### src/rtl/io_pwm_pkg.sv
// Register map and PWM_CTRL field layout shared by the GPIO/PWM peripheral
// and its PWM channel sub-module.
package io_pwm_pkg;

  localparam logic [5:0] OFF_GPIO_OUT   = 6'h00;
  localparam logic [5:0] OFF_GPIO_IN    = 6'h04;
  localparam logic [5:0] OFF_EDGE_FLAG  = 6'h08;
  localparam logic [5:0] OFF_IRQ_EN     = 6'h0C;
  localparam logic [5:0] OFF_PWM_CTRL   = 6'h10;
  localparam logic [5:0] OFF_PWM_PERIOD = 6'h14;
  localparam logic [5:0] OFF_PWM_DUTY0  = 6'h20;

  localparam int EN_BIT    = 0;
  localparam int PRESC_LSB = 8;
  localparam int PRESC_MSB = 15;
  localparam int PRESC_W   = PRESC_MSB - PRESC_LSB + 1;

  function automatic logic [5:0] duty_offset(input int idx);
    return OFF_PWM_DUTY0 + 6'(4 * idx);
  endfunction

endpackage

### src/rtl/io_pwm_periph_pwm_channel.sv
// One PWM channel: shadow duty written by software, active duty reloaded only
// at period wrap (or freely while disabled) so a waveform never glitches.
module pwm_channel
  import io_pwm_pkg::*;
#(
  parameter int CNT_W = 16
) (
  input  logic             clk,
  input  logic             rst,
  input  logic             duty_we,
  input  logic [CNT_W-1:0] duty_wdata,
  input  logic             load,
  input  logic             en,
  input  logic [CNT_W-1:0] cnt,
  output logic [CNT_W-1:0] shadow_duty,
  output logic             pwm
);

  logic [CNT_W-1:0] active_duty;

  always_ff @(posedge clk) begin
    if (!rst) begin
      shadow_duty <= '0;
      active_duty <= '0;
    end else begin
      if (duty_we) shadow_duty <= duty_wdata;
      if (load)    active_duty <= shadow_duty;
    end
  end

  assign pwm = en & (cnt < active_duty);

endmodule

### src/rtl/io_pwm_periph.sv
// Memory-mapped GPIO with synchronised inputs, sticky rising-edge flags and
// interrupt, plus NUM_PWM PWM outputs sharing one prescaler and period counter.
module io_pwm_periph
  import io_pwm_pkg::*;
#(
  parameter int          IO_W      = 32,
  parameter int          NUM_PWM   = 4,
  parameter int          CNT_W     = 16,
  parameter logic [31:0] BASE_ADDR = 32'hFFFF_FF00
) (
  input  logic               clk,
  input  logic               rst,
  input  logic               write_mem,
  input  logic               read_mem,
  input  logic [31:0]        data_address,
  input  logic [31:0]        data_to_write,
  input  logic [31:0]        data_from_mem,
  output logic [31:0]        data_read,
  input  logic [IO_W-1:0]    IO_in,
  output logic [IO_W-1:0]    IO_out,
  output logic [NUM_PWM-1:0] pwm_out,
  output logic               edge_irq
);

  logic               in_window;
  logic [5:0]         offset;
  logic               wr_en;
  logic               wr_gpio, wr_flag, wr_irq, wr_ctrl, wr_period;
  logic [NUM_PWM-1:0] duty_we;

  logic [IO_W-1:0]    gpio_out;
  logic [IO_W-1:0]    io_sync_p0, io_sync_p1, io_prev_p2;
  logic [IO_W-1:0]    edge_flag, irq_en, rise, clr_mask;

  logic               pwm_en;
  logic [PRESC_W-1:0] presc, presc_cnt;
  logic [CNT_W-1:0]   period, cnt;
  logic               tick, wrap, restart, load;
  logic [CNT_W-1:0]   shadow_duty [NUM_PWM];
  logic [31:0]        reg_rdata;

  // Address decode: offsets are compared on all six bits, so any address with
  // nonzero [1:0] misses every register and reads back as zero.
  assign in_window = (data_address[31:6] == BASE_ADDR[31:6]);
  assign offset    = data_address[5:0];
  assign wr_en     = write_mem & in_window;
  assign wr_gpio   = wr_en & (offset == OFF_GPIO_OUT);
  assign wr_flag   = wr_en & (offset == OFF_EDGE_FLAG);
  assign wr_irq    = wr_en & (offset == OFF_IRQ_EN);
  assign wr_ctrl   = wr_en & (offset == OFF_PWM_CTRL);
  assign wr_period = wr_en & (offset == OFF_PWM_PERIOD);

  always_comb begin
    reg_rdata = '0;
    case (offset)
      OFF_GPIO_OUT:   reg_rdata = 32'(gpio_out);
      OFF_GPIO_IN:    reg_rdata = 32'(io_sync_p1);
      OFF_EDGE_FLAG:  reg_rdata = 32'(edge_flag);
      OFF_IRQ_EN:     reg_rdata = 32'(irq_en);
      OFF_PWM_CTRL:   reg_rdata = {16'h0, presc, 7'h0, pwm_en};
      OFF_PWM_PERIOD: reg_rdata = 32'(period);
      default:        reg_rdata = '0;
    endcase
    for (int i = 0; i < NUM_PWM; i++) begin
      if (offset == duty_offset(i)) reg_rdata = 32'(shadow_duty[i]);
    end
  end

  assign data_read = (read_mem & in_window) ? reg_rdata : data_from_mem;

  // GPIO input: p0/p1 synchronise, p2 holds the previous synchronised value.
  assign rise     = io_sync_p1 & ~io_prev_p2;
  assign clr_mask = wr_flag ? data_to_write[IO_W-1:0] : '0;

  always_ff @(posedge clk) begin
    if (!rst) begin
      gpio_out   <= '0;
      io_sync_p0 <= '0;
      io_sync_p1 <= '0;
      io_prev_p2 <= '0;
      edge_flag  <= '0;
      irq_en     <= '0;
      pwm_en     <= 1'b0;
      presc      <= '0;
      period     <= '0;
    end else begin
      io_sync_p0 <= IO_in;
      io_sync_p1 <= io_sync_p0;
      io_prev_p2 <= io_sync_p1;
      edge_flag  <= (edge_flag & ~clr_mask) | rise;
      if (wr_gpio)   gpio_out <= data_to_write[IO_W-1:0];
      if (wr_irq)    irq_en   <= data_to_write[IO_W-1:0];
      if (wr_ctrl) begin
        pwm_en <= data_to_write[EN_BIT];
        presc  <= data_to_write[PRESC_MSB:PRESC_LSB];
      end
      if (wr_period) period <= data_to_write[CNT_W-1:0];
    end
  end

  assign IO_out   = gpio_out;
  assign edge_irq = |(edge_flag & irq_en);

  // Shared timebase; >= comparisons recover if presc is lowered mid-count.
  assign tick    = (presc_cnt >= presc);
  assign wrap    = tick & (cnt >= period);
  assign restart = wr_period | ~pwm_en | (wr_ctrl & ~data_to_write[EN_BIT]);
  assign load    = wrap | ~pwm_en;

  always_ff @(posedge clk) begin
    if (!rst || restart) begin
      presc_cnt <= '0;
      cnt       <= '0;
    end else if (tick) begin
      presc_cnt <= '0;
      cnt       <= (cnt >= period) ? '0 : cnt + CNT_W'(1);
    end else begin
      presc_cnt <= presc_cnt + PRESC_W'(1);
    end
  end

  for (genvar g = 0; g < NUM_PWM; g++) begin : g_pwm
    assign duty_we[g] = wr_en & (offset == duty_offset(g));

    pwm_channel #(.CNT_W(CNT_W)) u_chan (
      .clk         (clk),
      .rst         (rst),
      .duty_we     (duty_we[g]),
      .duty_wdata  (data_to_write[CNT_W-1:0]),
      .load        (load),
      .en          (pwm_en),
      .cnt         (cnt),
      .shadow_duty (shadow_duty[g]),
      .pwm         (pwm_out[g])
    );
  end

endmodule

### config.mk
export PLATFORM = sky130hd
export DESIGN_NAME = io_pwm_periph
export DESIGN_NICKNAME = d
export VERILOG_FILES = /design/src/rtl/io_pwm_pkg.sv /design/src/rtl/io_pwm_periph_pwm_channel.sv /design/src/rtl/io_pwm_periph.sv
export SDC_FILE = /design/constraint.sdc
export NUM_CORES = 1
export LEC_CHECK = 0
export ABC_AREA = 1
export CORE_AREA = 10 10 213 215
export DETAILED_ROUTE_END_ITERATION = 6
export DIE_AREA = 0 0 223 225
export MAX_ROUTING_LAYER = met4
export PLACE_DENSITY = 0.71
export SLEW_MARGIN = 10
export SYNTH_ARGS = -nofsm -noshare
export SYNTH_HDL_FRONTEND = slang
export SYNTH_SLANG_ARGS = --single-unit
### constraint.sdc
create_clock -name clk -period 2.58 [get_ports clk]
set_input_delay 0.516 -clock clk [delete_from_list [all_inputs] [get_ports clk]]
set_output_delay 0.516 -clock clk [all_outputs]
set_load 0.02 [all_outputs]
==> impl_metrics.py <==
metrics = {
    "setup_path": {
        "worst-setup-path-type": "reg2out",
        "crit_chain": "buf_6 -> ha_4 -> o21ai_2 -> nand2_1 -> nand3_1 -> nand2_2 -> nand4_1 -> a21boi_2 -> nor3_2 -> buf_4",
        "endpoint_kind": "primary output",
        "max_stage_delay_ps": 370,
        "slowest_stage": "dfxtp_4",
        "cp_max_fo": 3,
        "start_kind": "flip-flop",
        "rr_worst_depth": 12,
        "critPathArrivalTime_ps": 2180,
        "required_ps": 2060,
    },
    "drt": {
        "drc_errors": 0,
        "routedWlPerCell_um": 17.09,
        "wl_um": 60190,
        "postRouteAntennaNets": 0,
        "drt_iter0_drc": 1397,
        "viasPerCell": 5.071,
        "drt_pass1_iterations": 5,
        "via_count": 17870,
    },
    "synthesis": {
        "syn_inst": 2698,
        "synthMostInstantiatedCell": "nand2_1",
        "avgSynthCellArea_um2": 6.747,
        "ys_seq_elements": 369,
        "yosysTopAreaCell": "dfxtp_1",
        "yosysWarnings": 0,
        "synth_area_leaders": "dfxtp_1 (41%), nand2_1 (14%), inv_1 (8.7%)",
        "synth_commonest_cells": "nand2_1 (664), inv_1 (423), nor2_1 (416)",
        "async_flop_share": 0,
        "synth_top_cell_area_share": 0.4058,
        "synth_edf_count": 0,
        "synth_cell_types": 44,
        "synth-seq-area-share": 0.4058,
        "synth_nets": 2916,
        "ys.flop_type": "dfxtp_1",
        "netlist_area_mm2": 0.01820,
    },
    "pwr": {
        "total_power_w": 0.01262,
        "intPower_w": 0.009813,
        "seq_power_share": 0.462,
        "ir_drop_mv": 0.4399,
        "p_comb_frac": 0.058,
        "power_leakage_nw": 11.40,
        "power_density_mw_per_mm2": 533.0,
        "p_sw_w": 0.002804,
        "power_frac_clock": 0.480,
        "sw_frac_of_total": 0.2223,
    },
    "placement": {
        "place_inst": 3422,
        "numPortBuffers": 200,
        "hpwl_um": 43860,
        "place_congestion": 0.9633,
    },
    "global_route": {
        "grt_pass1_wl_um": 93010,
        "grt_max_degree": 120,
        "grt_use_total": 0.2358,
        "grt_remaining_overflow": 0,
        "grt_pass1_vias": 17090,
        "antenna_found_initial": 1,
    },
    "layout": {
        "final_net_count": 3169,
        "fillers": 3822,
        "stdcell_count": 3523,
        "drive_gt1_frac": 0.1505,
        "final-seq-area_mm2": 0.007411,
        "multiInputGateArea_mm2": 0.009169,
        "syn_to_final_growth_pct": 30.03,
    },
    "clock_network": {
        "cts_tree": "done",
        "clockBufferDepth": 3,
        "worst_skew_pair.late_latency_ps": 550,
        "cts_made_buffers": 40,
        "htreeDepth": 2,
        "clk_pin_slew_ps": 60,
        "root_buffer": "clkbuf_16",
        "cts.sinks": 369,
        "cts_hold_buf": 0,
    },
    "timing": {
        "finalMaxSlewViolations": 0,
        "max_freq_ghz": 0.3712,
        "max_slew.worst_pin.slew_ps": 855.8,
        "skew_ps": 19.22,
        "rsz0062_at_grt": "true",
        "fin_crit_ps": 2694,
        "worst_slack_ps": -113.9,
        "setup_viol_count_final": 4,
        "hold_violations": 0,
        "min_period_over_period": 1.044,
        "slew_headroom": 0.4294,
    },
    "worst_hold_path": {
        "hold_depth": 3,
        "hold_path_class": "in2reg",
    },
    "flow_run": {
        "drv_cap": 0,
    },
    "floorplan": {
        "core_mm2": 0.04138,
        "ioPinCount": 201,
        "die_area_mm2": 0.05018,
        "num_rows": 75,
        "fp.dieH_um": 225,
        "die_w_um": 223,
        "start_util": 0.4399,
    },
    "run_status": {
        "outcome": "finished, violations left",
        "violations": "setup timing",
    },
}
[state kept, by name, summed over array words and instances (netlist names)]
register	flops
presc_cnt	8
io_prev_p2	32
cnt	16
edge_flag	32
pwm_en	1
irq_en	32
g_pwm.u_chan.active_duty	64
g_pwm.u_chan.shadow_duty	64
io_sync_p1	32
io_sync_p0	32
presc	8
IO_out	32
period	16
[worst max-delay path: cells and delay by family, from the launching register on]
| family | cells | cell delay, ps |
|---|---|---|
| AO/OA/AOI/OAI | 2 | 230 |
| adder cells (fa/ha/maj) | 1 | 260 |
| buffers and inverters | 2 | 310 |
| flip-flops | 1 | 370 |
| AND/OR/NAND/NOR | 5 | 460 |
[power by group through the flow]
stage               combinational, W  clock [W]  sequential [W]
finish                      0.000731    0.00605         0.00583
global route                0.000791    0.00633         0.00584
CTS                         0.000708    0.00614         0.00583
detailed placement          0.000709          0         0.00596
global placement            0.000700          0         0.00596
floorplan                   0.000310          0         0.00594
[stage by stage]
| stage | util | setup slack (ps) | TNS, ps | instance area, um^2 | hold slack, ps |
|---|---|---|---|---|---|
| global route | 0.5720 | -171.4 | -650.7 | 23670 | 390.1 |
| detailed placement | 0.5169 | -930.8 | -30450 | 21390 | 397.4 |
| CTS | 0.5633 | -130.0 | -461.2 | 23310 | 372.6 |
| global placement | 0.5169 | -958.2 | -29950 | 21390 | 392.3 |
| floorplan | - | 237.7 | 0 | 18200 | 390.5 |
| finish | 0.5720 | -113.9 | -367.9 | 23670 | 366.9 |
[final timing paths]
| path | endpoint | slack [ps] | start |
|---|---|---|---|
| setup / recovery | pwm_out[1] | -110 | cnt[1]$_SDFFE_PP0P_ |
| setup reg to reg | g_pwm[0].u_chan.active_duty[7]$_SDFFE_PN0P_ | 70 | cnt[13]$_SDFFE_PP0P_ |
| hold reg to reg | io_sync_p1[21]$_SDFF_PN0_ | 410 | io_sync_p0[21]$_SDFF_PN0_ |
| hold / removal | io_sync_p1[27]$_SDFF_PN0_ | 370 | rst |
[cell families after synthesis]
kind of cell               Yosys count  synth area share
DFF                                369            0.4058
AOI/OAI and AO/OA                  377            0.1153
buffers and inverters              575            0.1272
adders and majority gates           86           0.05911
xor gates and xnor gates            11          0.005292
and+or+nand+nor                   1280            0.2872
[timing repair]
item / in CTS / in global routing
cloned: 3 / 0
pin swaps: 64 / 61
resized for setup: 364 / 97
endpoints found under the hold margin: 0 / 0
endpoints found under the setup margin: 37 / 28
buffers inserted: 17 / 10
[cells in the final DEF (no fill, tap or decap), drive strengths merged, types with 4 or more instances in the layout]
| master | count |
|---|---|
| or2 | 9 |
| nor2 | 438 |
| dfxtp | 369 |
| o21a | 7 |
| a21oi | 152 |
| nand3 | 113 |
| a21boi | 7 |
| clkdlybuf4s15 | 8 |
| inv | 431 |
| o2bb2ai | 6 |
| xnor2 | 4 |
| nor3 | 17 |
| a211oi | 16 |
| clkinv | 9 |
| nand4 | 28 |
| buf | 197 |
| bufinv | 5 |
| o22ai | 52 |
| clkbuf | 63 |
| xor2 | 7 |
| a221oi | 4 |
| ha | 86 |
| dlygate4sd2 | 15 |
| o21ai | 121 |
| clkdlybuf4s50 | 130 |
| nand2 | 674 |
[metal layers]
metal / vias up / track usage / routed length, um
met5: - / - / 0
li1: 8875 / - / -
met3: 122 / 0.03398 / 3666
met4: 0 / 0.08697 / 2132
met2: 596 / 0.3918 / 28930
met1: 8273 / 0.2857 / 25460
[area by class of cell]
cell class | instances | share of cell area
inverter | 431 | 0.06898
timing repair buffer | 354 | 0.1426
clock buffer | 59 | 0.05006
tap | 539 | 0.02849
clock inverter | 15 | 0.009356
multi-input combinational | 1755 | 0.3874
sequential | 369 | 0.3131
antenna | 1 | 0.0001057
No activity file was read; power rests on OpenSTA's default activity.
==> RTL edit: new RTL, same flow settings <==
Change the parameter `NUM_PWM` from 4 to 8.
--- a/src/rtl/io_pwm_periph.sv
+++ b/src/rtl/io_pwm_periph.sv
@@ -5,5 +5,5 @@
 #(
   parameter int          IO_W      = 32,
-  parameter int          NUM_PWM   = 4,
+  parameter int          NUM_PWM   = 8,
   parameter int          CNT_W     = 16,
   parameter logic [31:0] BASE_ADDR = 32'hFFFF_FF00
Interface: changed (resized pwm_out); port bits go from 201 to 205. No check against the original RTL was run, so the function may have changed too.
==> RTL edit against the unedited design <==
The flow still finishes with violations (setup timing). Via count rose by 35%. Sequential power rose by 34%. Sequential cell count grew 128. Clock skew increased by 0.0046 ns. Worst setup slack got worse by 0.27 ns. Power increased by 31%. Clock power grew 28%. Final area up 36%. Routed wire length increased by 49%. Synthesized area up 30%. Critical endpoint is now pwm_out[4]. Largest cell class unchanged.
==> RTL edit: results (changes against the unedited design) <==
total of endpoints with negative setup slack in the final report=45 (was 4); number of distinct standard cells referenced by the synthesized netlist=43 (was 44); via count of the first global-routing pass=22500 (was 17100); largest net degree at the start of global routing=129 (was 120); number of search-and-repair iterations in the first detailed-routing pass=7 (was 5); first-iteration detailed-routing DRC count=2830 (was 1397); count of nets after finishing=3814 (was 3169); cell count after synthesis=3209 (was 2698); sequential fraction of the synthesis area=42.1% (was 40.6%); number of filler instances in the final layout=2847 (was 3822); buffers added on ports=204 (was 200); critical path arrival=2.44 ns (was 2.18 ns); largest incremental delay on the critical path=0.37 ns (about the same); total combinational power=947 uW (was 731 uW); Total Negative Setup Slacks=-5.61 ns (was -0.368 ns); run status=finished with violations (unchanged); final weighted congestion in routability-driven placement=1.00 (was 0.963); worst clock skew=0.0238 ns (was 0.0192 ns); most frequent cells after synthesis=sky130_fd_sc_hd__nor2_1, sky130_fd_sc_hd__inv_1, sky130_fd_sc_hd__dfxtp_1, sky130_fd_sc_hd__nand2_1, sky130_fd_sc_hd__o21ai_0 (was sky130_fd_sc_hd__nand2_1, sky130_fd_sc_hd__inv_1, sky130_fd_sc_hd__nor2_1, sky130_fd_sc_hd__dfxtp_1, sky130_fd_sc_hd__a21oi_1); GRT Total Usage=32.8% (was 23.6%); clock network latency to the later pin of the worst-skew pair=0.61 ns (was 0.55 ns); peak fanout along the critical path=5 (was 3); startpoint of the lowest-slack register-to-register path=cnt[7]$_SDFFE_PP0P_ (was cnt[13]$_SDFFE_PP0P_); internal power summed over all cells=12.7 mW (was 9.81 mW); setup slack at placement=-1.04 ns (was -0.931 ns); number of cells in the design after placement=3947 (was 3422); cell types with the largest area share after synthesis=sky130_fd_sc_hd__dfxtp_1, sky130_fd_sc_hd__nor2_1, sky130_fd_sc_hd__inv_1 (was sky130_fd_sc_hd__dfxtp_1, sky130_fd_sc_hd__nand2_1, sky130_fd_sc_hd__inv_1); leading registers by flop count=g_pwm.u_chan.active_duty (128), g_pwm.u_chan.shadow_duty (128) (was g_pwm.u_chan.active_duty (64), g_pwm.u_chan.shadow_duty (64)); PnR worst setup slack=-0.380 ns (was -0.114 ns); post-detailed-placement half-perimeter wirelength=58600 um (was 43900 um); DR vias=24100 (was 17900); total placed instance area=27300 um^2 (was 21400 um^2); peak supply drop=606 uV (was 440 uV); slew at the pin closest to its max-slew limit=0.934 ns (was 0.856 ns); number of buffers created by CTS=51 (was 40); R2R depth=15 (was 12); ratio of cells with drive above 1 in the final layout=21.4% (was 15.1%); leading register cell type out of synthesis=sky130_fd_sc_hd__dfxtp_1 (unchanged); synthesized net count=3487 (was 2916); leakage component of the power=13.2 nW (was 11.4 nW); failing checks=setup timing (unchanged); DRT Wirelength=90000 um (was 60200 um); Critical path origin=cnt[3]$_SDFFE_PP0P_ (was cnt[1]$_SDFFE_PP0P_)
-- RTL edit: critical path: cells and delay by family, from the launching register on --
kind / cells / cell delay, ns
adders and majority gates: 1 / 0.28
buffers and inverters: 2 / 0.32
DFF: 1 / 0.37
AOI/OAI and AO/OA: 2 / 0.43
and+or+nand+nor: 5 / 0.44
-- RTL edit: logic make-up (layout without fill, tap and decap cells) --
family	Yosys count	in the layout	share of synthesized area (%)
flops	497	497	42.1
compound gates	653	653	17.0
other cells	0	1	0
xor+xnor	16	16	0.593
buf+inv	693	1059	11.6
fa+ha+maj	146	146	7.73
simple gates	1204	1205	21.0
-- RTL edit: final timing paths --
path / to / slack, ns
setup / recovery: pwm_out[4] / -0.38
hold / removal: io_sync_p1[5]$_SDFF_PN0_ / 0.30
setup reg to reg: g_pwm[1].u_chan.active_duty[13]$_SDFFE_PN0P_ / -0.06
hold reg to reg: io_sync_p1[28]$_SDFF_PN0_ / 0.41
-- RTL edit: what timing repair did --
action	CTS	global route
hold buffers	0	0
hold endpoints to repair	0	0
setup endpoints to repair	43	394
gates cloned	11	25
pin swaps	117	144
resized for setup	617	318
buffers inserted	38	16
-- RTL edit: area by class of cell --
type,count,area [um^2],area share (%)
well taps,539,674,2.09
clock inverters,25,288,0.894
inverters,510,1970,6.12
multi-input cells,2020,12700,39.4
diodes,1,2.50,0.00777
flip-flops and latches,497,9970,31.0
repair buffers,456,5110,15.9
clock buffers,68,1480,4.60
-- RTL edit: layer usage --
layer	part of all wire [%]	wire [um]	global-route usage, %
met3	9.9	8890	5.21
met4	6.1	5450	15.8
met5	0	0	-
met1	39	35000	41.6
met2	45	40600	50.4
